===== src/rtl/hazard_pkg.sv =====
// Shared types and constants for the hazard controller and its helpers.
package hazard_pkg;

    // Register index that is hard-wired to zero and therefore never forwarded.
    localparam int unsigned REG_ZERO = 0;

    // Operand-select encodings for the E-stage ALU input muxes.
    typedef enum logic [1:0] {
        FWD_NONE = 2'b00,
        FWD_WB   = 2'b01,
        FWD_MEM  = 2'b10
    } fwd_sel_e;

    // Data-memory handshake tracker states.
    typedef enum logic [1:0] {
        IDLE = 2'b00,
        WAIT = 2'b01,
        ERR  = 2'b10
    } mem_state_e;

    // Mult/div occupancy tracker states.
    typedef enum logic {
        MD_IDLE = 1'b0,
        MD_BUSY = 1'b1
    } md_state_e;

endpackage : hazard_pkg


===== src/rtl/md_busy_tracker.sv =====
// Mult/div occupancy tracker: a load/decrement counter that stays busy for
// MD_LAT cycles after the mult/div leaves the E stage.
module md_busy_tracker
    import hazard_pkg::*;
#(
    parameter int MD_LAT = 4
)
(
    input  logic clk,
    input  logic rst_n,
    input  logic load_i,
    output logic busy_o
);

    localparam int CW = $clog2(MD_LAT + 1);
    localparam logic [CW-1:0] CNT_LOAD = CW'(MD_LAT);
    localparam logic [CW-1:0] CNT_ONE  = CW'(1);
    localparam logic [CW-1:0] CNT_ZERO = {CW{1'b0}};

    md_state_e     state_q, state_d;
    logic [CW-1:0] cnt_q, cnt_d;

    // State and counter registers with synchronous reset.
    always_ff @(posedge clk) begin
        if (!rst_n) begin
            state_q <= MD_IDLE;
            cnt_q   <= CNT_ZERO;
        end else begin
            state_q <= state_d;
            cnt_q   <= cnt_d;
        end
    end

    // Next-state: a new op reloads the counter, otherwise BUSY counts down to IDLE.
    always_comb begin
        state_d = state_q;
        cnt_d   = cnt_q;
        case (state_q)
            MD_IDLE: begin
                if (load_i) begin
                    cnt_d   = CNT_LOAD;
                    state_d = MD_BUSY;
                end else begin
                    cnt_d   = CNT_ZERO;
                    state_d = MD_IDLE;
                end
            end
            MD_BUSY: begin
                if (load_i) begin
                    cnt_d = CNT_LOAD;
                end else begin
                    cnt_d = cnt_q - CNT_ONE;
                end
                if (cnt_d == CNT_ZERO) begin
                    state_d = MD_IDLE;
                end else begin
                    state_d = MD_BUSY;
                end
            end
            default: begin
                cnt_d   = CNT_ZERO;
                state_d = MD_IDLE;
            end
        endcase
    end

    assign busy_o = (state_q == MD_BUSY);

endmodule : md_busy_tracker


===== src/rtl/hazard_ctrl.sv =====
// Five-stage pipeline hazard controller: forwarding, load-use / branch
// interlocks, mult/div occupancy stalls, variable-latency memory waits with
// timeout, and a saturating stall-cycle counter.
module hazard_ctrl
    import hazard_pkg::*;
#(
    parameter int REG_AW      = 5,
    parameter int MD_LAT      = 4,
    parameter int MEM_TIMEOUT = 15,
    parameter int CNT_W       = 16
)
(
    input  logic              clk,
    input  logic              rst_n,
    input  logic              BranchD,
    input  logic              MemToRegE,
    input  logic              RegWriteE,
    input  logic              MemToRegM,
    input  logic              RegWriteM,
    input  logic              RegWriteW,
    input  logic              MemWriteM,
    input  logic [REG_AW-1:0] RsD,
    input  logic [REG_AW-1:0] RtD,
    input  logic [REG_AW-1:0] RsE,
    input  logic [REG_AW-1:0] RtE,
    input  logic [REG_AW-1:0] RtM,
    input  logic [REG_AW-1:0] WriteRegE,
    input  logic [REG_AW-1:0] WriteRegM,
    input  logic [REG_AW-1:0] WriteRegW,
    input  logic              MdStartE,
    input  logic              MdUseD,
    input  logic              MemReqM,
    input  logic              MemReadyM,
    output logic              StallF,
    output logic              StallD,
    output logic              StallE,
    output logic              StallM,
    output logic              FlushE,
    output logic              FlushW,
    output logic [1:0]        ForwardAE,
    output logic [1:0]        ForwardBE,
    output logic              ForwardAD,
    output logic              ForwardBD,
    output logic              ForwardMM,
    output logic              MemErr,
    output logic [CNT_W-1:0]  StallCycles
);

    localparam int WW = $clog2(MEM_TIMEOUT + 1);
    // Wait count held while the final permitted wait cycle is in progress.
    localparam logic [WW-1:0]     WAIT_LAST = WW'(MEM_TIMEOUT - 1);
    localparam logic [WW-1:0]     WAIT_ONE  = WW'(1);
    localparam logic [WW-1:0]     WAIT_ZERO = {WW{1'b0}};
    localparam logic [REG_AW-1:0] ZERO_IDX  = REG_AW'(REG_ZERO);
    localparam logic [CNT_W-1:0]  CNT_MAX   = {CNT_W{1'b1}};
    localparam logic [CNT_W-1:0]  CNT_ONE   = CNT_W'(1);
    localparam logic [CNT_W-1:0]  CNT_ZERO  = {CNT_W{1'b0}};

    // A producer feeds a consumer when it writes the same non-zero register.
    function automatic logic fwd_hit(input logic [REG_AW-1:0] src,
                                     input logic [REG_AW-1:0] dst,
                                     input logic              we);
        return we && (src == dst) && (src != ZERO_IDX);
    endfunction

    mem_state_e       mem_state_q, mem_state_d;
    logic [WW-1:0]    wait_cnt_q, wait_cnt_d;
    logic [CNT_W-1:0] stall_cnt_q, stall_cnt_d;

    logic mem_wait_s;
    logic lw_stall_s;
    logic br_stall_s;
    logic md_stall_s;
    logic md_load_s;
    logic md_busy_s;

    assign MemErr      = (mem_state_q == ERR);
    assign StallCycles = stall_cnt_q;

    // Once the timeout flag is up the memory no longer holds the pipeline.
    assign mem_wait_s = MemReqM && !MemReadyM && !MemErr;
    assign lw_stall_s = MemToRegE && ((RsD == RtE) || (RtD == RtE));
    assign br_stall_s = BranchD &&
                        ((RegWriteE && ((WriteRegE == RsD) || (WriteRegE == RtD))) ||
                         (MemToRegM && ((WriteRegM == RsD) || (WriteRegM == RtD))));
    // A mult/div caught behind a memory wait has not really left E yet.
    assign md_load_s  = MdStartE && !mem_wait_s;
    assign md_stall_s = MdUseD && (md_busy_s || md_load_s);

    md_busy_tracker #(
        .MD_LAT (MD_LAT)
    ) u_md_busy (
        .clk    (clk),
        .rst_n  (rst_n),
        .load_i (md_load_s),
        .busy_o (md_busy_s)
    );

    // Forwarding selects and prioritised stall/flush controls, all forced low in reset.
    always_comb begin
        StallF    = 1'b0;
        StallD    = 1'b0;
        StallE    = 1'b0;
        StallM    = 1'b0;
        FlushE    = 1'b0;
        FlushW    = 1'b0;
        ForwardAE = FWD_NONE;
        ForwardBE = FWD_NONE;
        ForwardAD = 1'b0;
        ForwardBD = 1'b0;
        ForwardMM = 1'b0;
        if (!rst_n) begin
            StallF = 1'b0;
        end else begin
            if (fwd_hit(RsE, WriteRegM, RegWriteM)) begin
                ForwardAE = FWD_MEM;
            end else if (fwd_hit(RsE, WriteRegW, RegWriteW)) begin
                ForwardAE = FWD_WB;
            end else begin
                ForwardAE = FWD_NONE;
            end
            if (fwd_hit(RtE, WriteRegM, RegWriteM)) begin
                ForwardBE = FWD_MEM;
            end else if (fwd_hit(RtE, WriteRegW, RegWriteW)) begin
                ForwardBE = FWD_WB;
            end else begin
                ForwardBE = FWD_NONE;
            end
            ForwardAD = fwd_hit(RsD, WriteRegM, RegWriteM);
            ForwardBD = fwd_hit(RtD, WriteRegM, RegWriteM);
            ForwardMM = fwd_hit(RtM, WriteRegW, RegWriteW) && MemWriteM;

            if (mem_wait_s) begin
                // Freeze everything up to M; E is held rather than bubbled.
                StallF = 1'b1;
                StallD = 1'b1;
                StallE = 1'b1;
                StallM = 1'b1;
                FlushW = 1'b1;
            end else if (lw_stall_s || br_stall_s || md_stall_s) begin
                StallF = 1'b1;
                StallD = 1'b1;
                FlushE = 1'b1;
            end else begin
                FlushE = 1'b0;
            end
        end
    end

    // Memory tracker and stall counter registers with synchronous reset.
    always_ff @(posedge clk) begin
        if (!rst_n) begin
            mem_state_q <= IDLE;
            wait_cnt_q  <= WAIT_ZERO;
            stall_cnt_q <= CNT_ZERO;
        end else begin
            mem_state_q <= mem_state_d;
            wait_cnt_q  <= wait_cnt_d;
            stall_cnt_q <= stall_cnt_d;
        end
    end

    // Memory next-state: count waited cycles, give up into sticky ERR at the limit.
    always_comb begin
        mem_state_d = mem_state_q;
        wait_cnt_d  = wait_cnt_q;
        case (mem_state_q)
            IDLE, WAIT: begin
                if (mem_wait_s) begin
                    if (wait_cnt_q == WAIT_LAST) begin
                        mem_state_d = ERR;
                        wait_cnt_d  = wait_cnt_q;
                    end else begin
                        mem_state_d = WAIT;
                        wait_cnt_d  = wait_cnt_q + WAIT_ONE;
                    end
                end else begin
                    mem_state_d = IDLE;
                    wait_cnt_d  = WAIT_ZERO;
                end
            end
            ERR: begin
                mem_state_d = ERR;
                wait_cnt_d  = wait_cnt_q;
            end
            default: begin
                mem_state_d = IDLE;
                wait_cnt_d  = WAIT_ZERO;
            end
        endcase
    end

    // Stall-cycle counter: count fetch-stall cycles, stick at all-ones.
    always_comb begin
        stall_cnt_d = stall_cnt_q;
        if (StallF && (stall_cnt_q != CNT_MAX)) begin
            stall_cnt_d = stall_cnt_q + CNT_ONE;
        end else begin
            stall_cnt_d = stall_cnt_q;
        end
    end

endmodule : hazard_ctrl


===== config.mk =====
export PLATFORM = sky130hd
export DESIGN_NAME = hazard_ctrl
export DESIGN_NICKNAME = d
export VERILOG_FILES = /design/src/rtl/hazard_pkg.sv /design/src/rtl/md_busy_tracker.sv /design/src/rtl/hazard_ctrl.sv
export SDC_FILE = /design/constraint.sdc
export NUM_CORES = 1
export LEC_CHECK = 0
export ABC_CLOCK_PERIOD_IN_PS = 5400
export CAP_MARGIN = 30
export CORE_MARGIN = 5
export CORE_UTILIZATION = 48
export DETAILED_ROUTE_END_ITERATION = 10
export GPL_TIMING_DRIVEN = 0
export PLACE_DENSITY = 0.89
export SKIP_CTS_REPAIR_TIMING = 1
export SYNTH_ARGS = -nofsm -noshare
export SYNTH_HDL_FRONTEND = slang
export SYNTH_SLANG_ARGS = --single-unit

===== constraint.sdc =====
create_clock -name clk -period 5.4 [get_ports clk]
set_clock_uncertainty 0.2 [all_clocks]
set_input_delay 0.54 -clock clk [delete_from_list [all_inputs] [get_ports clk]]
set_output_delay 0.54 -clock clk [all_outputs]
set_load 0.01 [all_outputs]

==> flow_metrics.env, run 1 <==
export IMPL_outcome="finished, final reports clean"
export IMPL_syn_to_final_growth_pct=40.6
export IMPL_rsz0062_at_grt="no"
export IMPL_critical_path_startpoint="WriteRegM[0]"
export IMPL_synth_largest_area_cell="dfxtp_1"
export IMPL_setup_tns_ns=0
export IMPL_crit_slowest_cell="clkdlybuf4s50_1"
export IMPL_leakage_nw=1.15
export IMPL_crit_top_cell="clkdlybuf4s50_1"
export IMPL_synthMostInstantiatedCell="xnor2_1"
export IMPL_firstDrtPassIters=4
export IMPL_maxSlewViolCount=0
export IMPL_internal_power_w=0.000326
export IMPL_die_w_um=77.1
export IMPL_end_kind="primary output"
export IMPL_async_flop_share_pct=0
export IMPL_syn_area_per_cell_um2=8.18
export IMPL_worstHoldStart="u_md_busy.cnt_q[0]"
export IMPL_relSlewSlack_pct=67.3
export IMPL_setup_viol=0
export IMPL_die_y_um=77.1
export IMPL_ys_types=47
export IMPL_grt_pass1_wl_um=9270
export IMPL_yosysWarnings=0
export IMPL_cts_root_buf="clkbuf_8"
export IMPL_clk_pin_slew_ns=0.09
export IMPL_p_seq_share_pct=43.8
export IMPL_max_slew_worst_pin_slew_ns=0.490
export IMPL_period_needed_ns=3.74
export IMPL_grt_pass1_vias=2161
export IMPL_cp_cell_sequence="clkdlybuf4s50_1 > xor2_1 > nor3_1 > and3_1 > o31ai_4 > a21oi_1 > buf_4 > clkdlybuf4s50_1"
export IMPL_p_sw_w=0.000131
export IMPL_vias_per_cell=5.65
export IMPL_antenna_found_initial=0
export IMPL_clkPwrFrac_pct=23.9
export IMPL_finalHoldViolations=0
export IMPL_synth_seq_cells=26
export IMPL_wl_per_cell_um=14.6
export IMPL_max_vdd_ir_drop_uv=97.9
export IMPL_min_period_over_period_pct=69.2
export IMPL_fp_coreArea_um2=4350
export IMPL_die_area_um2=5940
export IMPL_fmax_mhz=268
export IMPL_synth_ff_type="dfxtp_1"
export IMPL_critPathBufInv=3
export IMPL_synth_area_um2=2160
export IMPL_grt_usage_pct=18.3
export IMPL_synth_common_cells="27 x xnor2_1, 26 x dfxtp_1, 23 x xor2_1"
export IMPL_worstPathRequired_ns=4.66
export IMPL_critPathMaxStageDelay_ns=0.55
export IMPL_routed_wl_um=5770
export IMPL_clockBufferDepth=2
export IMPL_p_comb_share_pct=32.3
export IMPL_globalplace_congestion=0.888
export IMPL_synthDominantCellAreaShare_pct=24.1
export IMPL_dp_cells=393
export IMPL_path_class="primary input to primary output"
export IMPL_path_delay_family="buffers and inverters"
export IMPL_final_layout_size_suffix_gt1_share_pct=6.69
export IMPL_vias=2238
export IMPL_drtIter0Drc=126
export IMPL_critPathArrivalTime_ns=3.00
export IMPL_clock_latency_ns=0.27
export IMPL_grt_overflow=0
export IMPL_start_kind="primary input"
export IMPL_port_buffers=77
export IMPL_syn_nets=321
export IMPL_drc=0
export IMPL_final_nets=403
export IMPL_htreeDepth=1
export IMPL_switching_share_pct=28.7
export IMPL_antennaDiodeCount=0
export IMPL_io_pins=83
export IMPL_cts_buffers=3
export IMPL_synthTopCellsByArea="dfxtp_1 24%, xnor2_1 11%, xor2_1 9.3%"
export IMPL_cts_tree="done"
export IMPL_rows=24
export IMPL_r2r_start="StallCycles[0]"
export IMPL_fin_cells=396
export IMPL_hpwl_um=4770
export IMPL_cts_sinks=26
export IMPL_hold_path_class="flip-flop to flip-flop"
export IMPL_p_per_area_nw_per_um2=151
export IMPL_syn_inst=264
export IMPL_grt_max_degree=14
export IMPL_start_util_pct=49.6
export IMPL_ant_nets=0
export IMPL_synth_edf_count=0
export IMPL_yosysSeqAreaShare_pct=24.1
export IMPL_critPathMaxFanout=5
export IMPL_drv_cap=0
per-layer routing:
| metal | share of wire (%) | up-vias | track usage [%] | wire length [µm] |
|---|---|---|---|---|
| met5 | 0 | - | 0 | 0 |
| met4 | 1.3 | 0 | 5.84 | 76 |
| met3 | 11 | 14 | 5.27 | 624 |
| met2 | 49 | 109 | 33.4 | 2830 |
| met1 | 39 | 1018 | 20.1 | 2240 |
| li1 | - | 1097 | - | - |
cell usage in the layout (no fill, tap or decap), types with 5 or more instances in the layout:
cell type	count
clkdlybuf4s50_1	77
xnor2_1	27
dfxtp_1	26
xor2_1	23
nand2_1	21
nor2_1	13
a21oi_1	12
nor4_1	10
nand3_1	10
nor2b_1	10
mux2i_1	10
nand4_1	9
inv_1	8
and2_1	8
and3_1	8
nand2b_1	7
nor3_1	7
or4_1	5
layout make-up:
class                      count  area [µm²]
multi-input combinational    216        1520
fill                         349        1320
timing repair buffer          77         771
sequential                    26         520
buffer                        13        80.1
tap                           52        65.1
clock buffer                   3        41.3
inverter                       9        33.8
cells by family after synthesis:
group	after synthesis	synth area share [%]
mux	10	4.64
xor+xnor	50	20.3
fa+ha+maj	4	2.32
simple gates	122	33.2
compound gates	30	10.1
buf+inv	22	5.27
flops	26	24.1
power groups by stage:
stage               registers (W)  clock network [W]   logic, W
global placement         0.000205                  0   0.000143
detailed placement       0.000205                  0   0.000147
global route             0.000202           0.000117   0.000159
finish                   0.000201           0.000109   0.000148
floorplan                0.000205                  0  0.0000748
CTS                      0.000201           0.000109   0.000148
sequential cells by signal (all words and copies together), names as in the netlist:
signal / cells
wait_cnt_q: 4
mem_state_q: 2
StallCycles: 16
u_md_busy.busy_o: 1
u_md_busy.cnt_q: 3
worst paths after layout:
path                             end  slack, ns  cells after the start
setup / recovery              StallF       1.66                      8
hold / removal    u_md_busy.cnt_q[0]       0.25                      1
setup reg to reg     StallCycles[13]       3.02                      8
hold reg to reg   u_md_busy.cnt_q[0]       0.25                      1
metrics by stage:
step                      area (µm²)  hold slack, ns  total power, W  setup WS [ns]  util, %
after floorplan                 2160           0.213        0.000280           2.77        -
after global placement          2990           0.223        0.000348           1.73     68.8
after detailed placement        2990           0.233        0.000352           1.69     68.8
after CTS                       3040           0.245        0.000457           1.68     69.7
after global routing            3040           0.263        0.000477           1.58     69.7
final                           3040           0.245        0.000458           1.66     69.7
Note: power is estimated with default switching activity, not from simulation.
==> run 2, diff against run 1 <==
--- a/config.mk
+++ b/config.mk
@@ -5,13 +5,13 @@
 export SDC_FILE = /design/constraint.sdc
 export NUM_CORES = 1
 export LEC_CHECK = 0
-export ABC_CLOCK_PERIOD_IN_PS = 5400
+export ABC_CLOCK_PERIOD_IN_PS = 3800
 export CAP_MARGIN = 30
 export CORE_MARGIN = 5
-export CORE_UTILIZATION = 48
+export CORE_UTILIZATION = 45
 export DETAILED_ROUTE_END_ITERATION = 10
 export GPL_TIMING_DRIVEN = 0
-export PLACE_DENSITY = 0.89
+export PLACE_DENSITY = 0.84
 export SKIP_CTS_REPAIR_TIMING = 1
 export SYNTH_ARGS = -nofsm -noshare
 export SYNTH_HDL_FRONTEND = slang
==> constraint.sdc (replaced) <==
create_clock -name clk -period 3.8 [get_ports clk]
set_clock_uncertainty 0.2 [all_clocks]
set_input_delay 0.38 -clock clk [delete_from_list [all_inputs] [get_ports clk]]
set_output_delay 0.38 -clock clk [all_outputs]
set_load 0.01 [all_outputs]
==> flow_metrics.env, run 2 (synthesized netlist as in run 1, its figures left out) <==
export IMPL_mostFrequentLayoutCell="clkdlybuf4s50_1"
export IMPL_worstPathRequired_ns=3.22
export IMPL_dp_cells=395
export IMPL_start_util_pct=46.0
export IMPL_routed_wl_um=5680
export IMPL_cts_buffers=3
export IMPL_drc=0
export IMPL_critPathMaxFanout=5
export IMPL_min_period_over_period_pct=90.9
export IMPL_clockBufferDepth=2
export IMPL_die_y_um=79.3
export IMPL_syn_to_final_growth_pct=42.1
export IMPL_die_w_um=79.3
export IMPL_wl_per_cell_um=14.2
export IMPL_fillers=410
export IMPL_antennaDiodeCount=0
export IMPL_path_class="primary input to primary output"
export IMPL_globalplace_congestion=0.961
export IMPL_final_nets=403
export IMPL_firstDrtPassIters=4
export IMPL_grt_usage_pct=18.3
export IMPL_p_per_area_nw_per_um2=236
export IMPL_critPathArrivalTime_ns=2.87
export IMPL_finalHoldViolations=0
export IMPL_drtIter0Drc=134
export IMPL_wl_met2_um=2860
export IMPL_largest_reg_flops=16
export IMPL_grt_pass1_vias=2104
export IMPL_rows=25
export IMPL_port_buffers=77
export IMPL_end_kind="primary output"
export IMPL_setup_viol=0
export IMPL_io_pins=83
export IMPL_ant_nets=0
export IMPL_max_slew_worst_pin_slew_ns=0.478
export IMPL_fmax_mhz=290
export IMPL_routed_top_layer="met4"
export IMPL_fp_coreArea_um2=4690
export IMPL_hold_path_class="flip-flop to flip-flop"
export IMPL_multi_input_area_um2=1520
export IMPL_final_cell_area_um2=3070
export IMPL_leakage_nw=1.17
export IMPL_vias_per_cell=5.40
export IMPL_cts_tree="done"
export IMPL_cts_root_buf="clkbuf_8"
export IMPL_setup_tns_ns=0
export IMPL_placed_cell_area_um2=3000
export IMPL_outcome="finished, final reports clean"
export IMPL_ff_latch_area_um2=520
export IMPL_grt_max_degree=16
export IMPL_rsz0062_at_grt="no"
export IMPL_final_cell_mix="77 x clkdlybuf4s50_1, 27 x xnor2_1, 26 x dfxtp_1"
export IMPL_fin_cells=399
export IMPL_drt_met1_wl_um=2470
export IMPL_clk_pin_slew_ns=0.09
export IMPL_maxSlewViolCount=0
export IMPL_period_needed_ns=3.45
export IMPL_clock_latency_ns=0.27
export IMPL_vias=2156
export IMPL_grt_overflow=0
export IMPL_die_area_um2=6280
export IMPL_drv_cap=0
export IMPL_whs_ns=0.247
export IMPL_max_vdd_ir_drop_uv=124
export IMPL_antenna_found_initial=0
export IMPL_final_layout_size_suffix_gt1_share_pct=6.96
export IMPL_wl_met3_um=312
export IMPL_hpwl_um=4720
export IMPL_fin_util_pct=65.4
export IMPL_relSlewSlack_pct=68.1
export IMPL_start_kind="primary input"
export IMPL_cts_sinks=26
export IMPL_grt_pass1_wl_um=9580
export IMPL_htreeDepth=1
==> run 2: cell types whose count changed in the layout (fill, tap and decap cells not counted), sizes merged <==
cell / previous run / this run
bufinv: 0 / 1
==> run 2: final timing paths <==
path,from,endpoint,slack [ns],depth (start not counted)
worst max register to register,StallCycles[0],StallCycles[9],1.36,8
worst max-delay path,WriteRegM[2],StallF,0.35,8
worst min register to register,u_md_busy.cnt_q[0],u_md_busy.cnt_q[0],0.25,1
worst min-delay path,u_md_busy.cnt_q[0],u_md_busy.cnt_q[0],0.25,1
==> run 2: worst max-delay path, stage by stage <==
cell             delay [ns]
clkdlybuf4s50_1        0.54
xor2_1                 0.22
nor3_1                 0.30
and3_1                 0.27
o31ai_4                0.11
a21oi_1                0.37
buf_4                  0.17
clkdlybuf4s50_1        0.52
==> run 2: power by group <==
part	switching, W	internal (W)
registers	0.00000624	0.000279
logic	0.0000957	0.000113
clock network	0.0000893	0.000141
==> run 2: area by class of cell <==
type | instances | area share, %
Buffer | 13 | 2.61
Clock buffer | 3 | 1.35
Clock inverter | 1 | 0.979
Inverter | 9 | 1.10
Multi-Input combinational cell | 216 | 49.7
Sequential cell | 26 | 17.0
Tap cell | 54 | 2.20
Timing Repair Buffer | 77 | 25.1
==> run 2: through the flow <==
stage	power (W)	setup WS (ns)
after CTS	0.000729	0.384
after global routing	0.000758	0.201
final	0.000724	0.347
after floorplan	0.000398	1.49
after global placement	0.000495	0.436
after detailed placement	0.000501	0.381
==> run 2: routing by layer <==
metal	GRT usage, %	vias up
li1	-	1090
met1	22.9	989
met2	33.1	73
met3	2.15	4
met4	4.12	0
met5	0	-
==> run 3, diff against run 2 <==
--- a/config.mk
+++ b/config.mk
@@ -5,10 +5,11 @@
 export SDC_FILE = /design/constraint.sdc
 export NUM_CORES = 1
 export LEC_CHECK = 0
+export ABC_AREA = 1
 export ABC_CLOCK_PERIOD_IN_PS = 3800
 export CAP_MARGIN = 30
 export CORE_MARGIN = 5
-export CORE_UTILIZATION = 45
+export CORE_UTILIZATION = 47
 export DETAILED_ROUTE_END_ITERATION = 10
 export GPL_TIMING_DRIVEN = 0
 export PLACE_DENSITY = 0.84
==> flow_metrics.env, run 3 <==
export IMPL_outcome="finished, final reports clean"
export IMPL_regToRegEndpoint="StallCycles[14]"
export IMPL_clk_pin_slew_ns=0.08
export IMPL_drc=0
export IMPL_synthDominantCellAreaShare_pct=20.9
export IMPL_r2r_start="StallCycles[0]"
export IMPL_drtIter0Drc=179
export IMPL_fin_util_pct=66.7
export IMPL_synth_largest_area_cell="dfxtp_1"
export IMPL_r2r_cells=11
export IMPL_cts_sinks=26
export IMPL_holdPathStages=1
export IMPL_critical_path_startpoint="WriteRegM[1]"
export IMPL_fmax_mhz=294
export IMPL_dp_slack_ns=0.441
export IMPL_setup_viol=0
export IMPL_synth_area_um2=2490
export IMPL_maxSlewViolCount=0
export IMPL_ff2ff_setup_slack_ns=1.69
export IMPL_die_area_um2=6840
export IMPL_p_per_area_nw_per_um2=198
export IMPL_firstDrtPassIters=5
export IMPL_final_layout_size_suffix_gt1_share_pct=6.58
export IMPL_drv_cap=0
export IMPL_synth_common_cells="123 x nand2_1, 81 x inv_1, 61 x nor2_1"
export IMPL_cts_buffers=3
export IMPL_final_nets=576
export IMPL_async_flop_share_pct=0
export IMPL_worst_slack_ns=0.403
export IMPL_final_cell_mix="123 x nand2_1, 81 x inv_1, 79 x clkdlybuf4s50_1"
export IMPL_hold_path_class="flip-flop to flip-flop"
export IMPL_worstPathRequired_ns=3.22
export IMPL_syn_nets=492
export IMPL_relSlewSlack_pct=68.6
export IMPL_cts_tree="done"
export IMPL_max_slew_worst_pin_slew_ns=0.470
export IMPL_largest_reg_flops=16
export IMPL_synthMostInstantiatedCell="nand2_1"
export IMPL_clock_latency_ns=0.27
export IMPL_port_buffers=79
export IMPL_grt_pass1_vias=2778
export IMPL_leakage_nw=1.66
export IMPL_worstHoldStart="u_md_busy.cnt_q[0]"
export IMPL_yosysWarnings=0
export IMPL_min_period_over_period_pct=89.4
export IMPL_fp_coreArea_um2=5110
export IMPL_fillers=483
export IMPL_syn_area_per_cell_um2=5.72
export IMPL_holdPathEnd="u_md_busy.cnt_q[0]"
export IMPL_antenna_found_initial=0
export IMPL_yosysSeqAreaShare_pct=20.9
export IMPL_vias_per_cell=5.00
export IMPL_ys_types=35
export IMPL_clockBufferDepth=2
export IMPL_synth_edf_count=0
export IMPL_max_vdd_ir_drop_uv=164
export IMPL_globalplace_congestion=0.945
export IMPL_io_pins=83
export IMPL_rows=26
export IMPL_cts_root_buf="clkbuf_8"
export IMPL_setup_tns_ns=0
export IMPL_end_kind="primary output"
export IMPL_critPathArrivalTime_ns=2.82
export IMPL_htreeDepth=1
export IMPL_mostFrequentLayoutCell="nand2_1"
export IMPL_grt_usage_pct=21.5
export IMPL_vias=2934
export IMPL_start_kind="primary input"
export IMPL_die_w_um=82.7
export IMPL_die_y_um=82.7
export IMPL_syn_inst=435
export IMPL_hpwl_um=5730
export IMPL_ant_nets=0
export IMPL_path_class="primary input to primary output"
export IMPL_grt_overflow=0
export IMPL_grt_pass1_wl_um=11800
export IMPL_routed_wl_um=6920
export IMPL_synth_ff_type="dfxtp_1"
export IMPL_synthTopCellsByArea="dfxtp_1 21%, nand2_1 19%, inv_1 12%"
export IMPL_period_needed_ns=3.40
export IMPL_grt_max_degree=14
export IMPL_antennaDiodeCount=0
export IMPL_syn_to_final_growth_pct=37.0
export IMPL_finalHoldViolations=0
export IMPL_synth_seq_cells=26
export IMPL_wl_per_cell_um=11.8
export IMPL_start_util_pct=48.7
export IMPL_rsz0062_at_grt="no"
export IMPL_critPathMaxFanout=10
[run 3: cell count changes in the layout (fill, tap and decap cells not counted), sizes merged, moves of 7 or more]
cell	delta
and2	-8
and3	-8
inv	+78
mux2i	-10
nand2	+103
nand2b	-7
nand3	+20
nor2	+52
nor2b	-10
xnor2	-18
xor2	-11
[run 3: kinds of logic after synthesis]
group / after synthesis / share of synthesized area, %
flops: 26 / 20.9
fa+ha+maj: 4 / 2.01
buf+inv: 99 / 16.5
simple gates: 252 / 44.5
xor+xnor: 21 / 7.40
compound gates: 33 / 8.66
[run 3: per-stage QoR]
| step | hold slack [ns] | std cells | cell area (µm²) | power [W] |
|---|---|---|---|---|
| 5_1_grt | 0.298 | 587 | 3410 | 0.000716 |
| 2_1_floorplan | 0.222 | 435 | 2490 | 0.000415 |
| 3_5_place_dp | 0.256 | 584 | 3360 | 0.000525 |
| 6_report | 0.266 | 587 | 3410 | 0.000675 |
| 3_3_place_gp | 0.244 | 584 | 3360 | 0.000520 |
| 4_1_cts | 0.271 | 587 | 3410 | 0.000676 |
[run 3: worst max-delay path by stage]
stage	cells after the start	end	slack (ns)
4_1_cts	16	StallF	0.43
6_report	16	StallF	0.40
3_3_place_gp	16	StallF	0.47
5_1_grt	16	StallF	0.23
2_1_floorplan	15	StallF	1.68
3_5_place_dp	16	StallF	0.44
[run 3: layer usage]
metal | vias to the layer above | wire (µm) | global-route usage, %
li1 | 1522 | - | -
met1 | 1307 | 2970 | 27.3
met2 | 96 | 3420 | 38.0
met3 | 9 | 439 | 2.82
met4 | 0 | 99 | 5.56
met5 | - | 0 | 0
[run 3: cell type report]
cell class	count	area (µm²)	share of cell area (%)
sequential	26	520	15.3
clock buffer	3	41.3	1.21
multi-input combinational	310	1560	45.7
buffer	13	86.3	2.53
inverter	86	323	9.48
tap	70	87.6	2.57
timing repair buffer	79	791	23.2
[run 3: report_power, final]
group | leakage, nW | internal (W) | total [W] | switching, W
registers | 0.211 | 0.000280 | 0.000285 | 0.00000531
logic | 1.43 | 0.000114 | 0.000235 | 0.000121
clock network | 0.0216 | 0.0000710 | 0.000155 | 0.0000838
[run 3: critical path, stage by stage]
cell             delay, ns
clkdlybuf4s50_1       0.63
inv_2                 0.08
nand2_1               0.07
nand2_1               0.05
nor2_1                0.14
nand3_1               0.11
nand2_1               0.09
nand2_1               0.05
nand2_1               0.06
nand2_1               0.08
nand3_2               0.12
buf_6                 0.15
nand2_1               0.08
inv_1                 0.09
buf_4                 0.10
clkdlybuf4s50_1       0.52
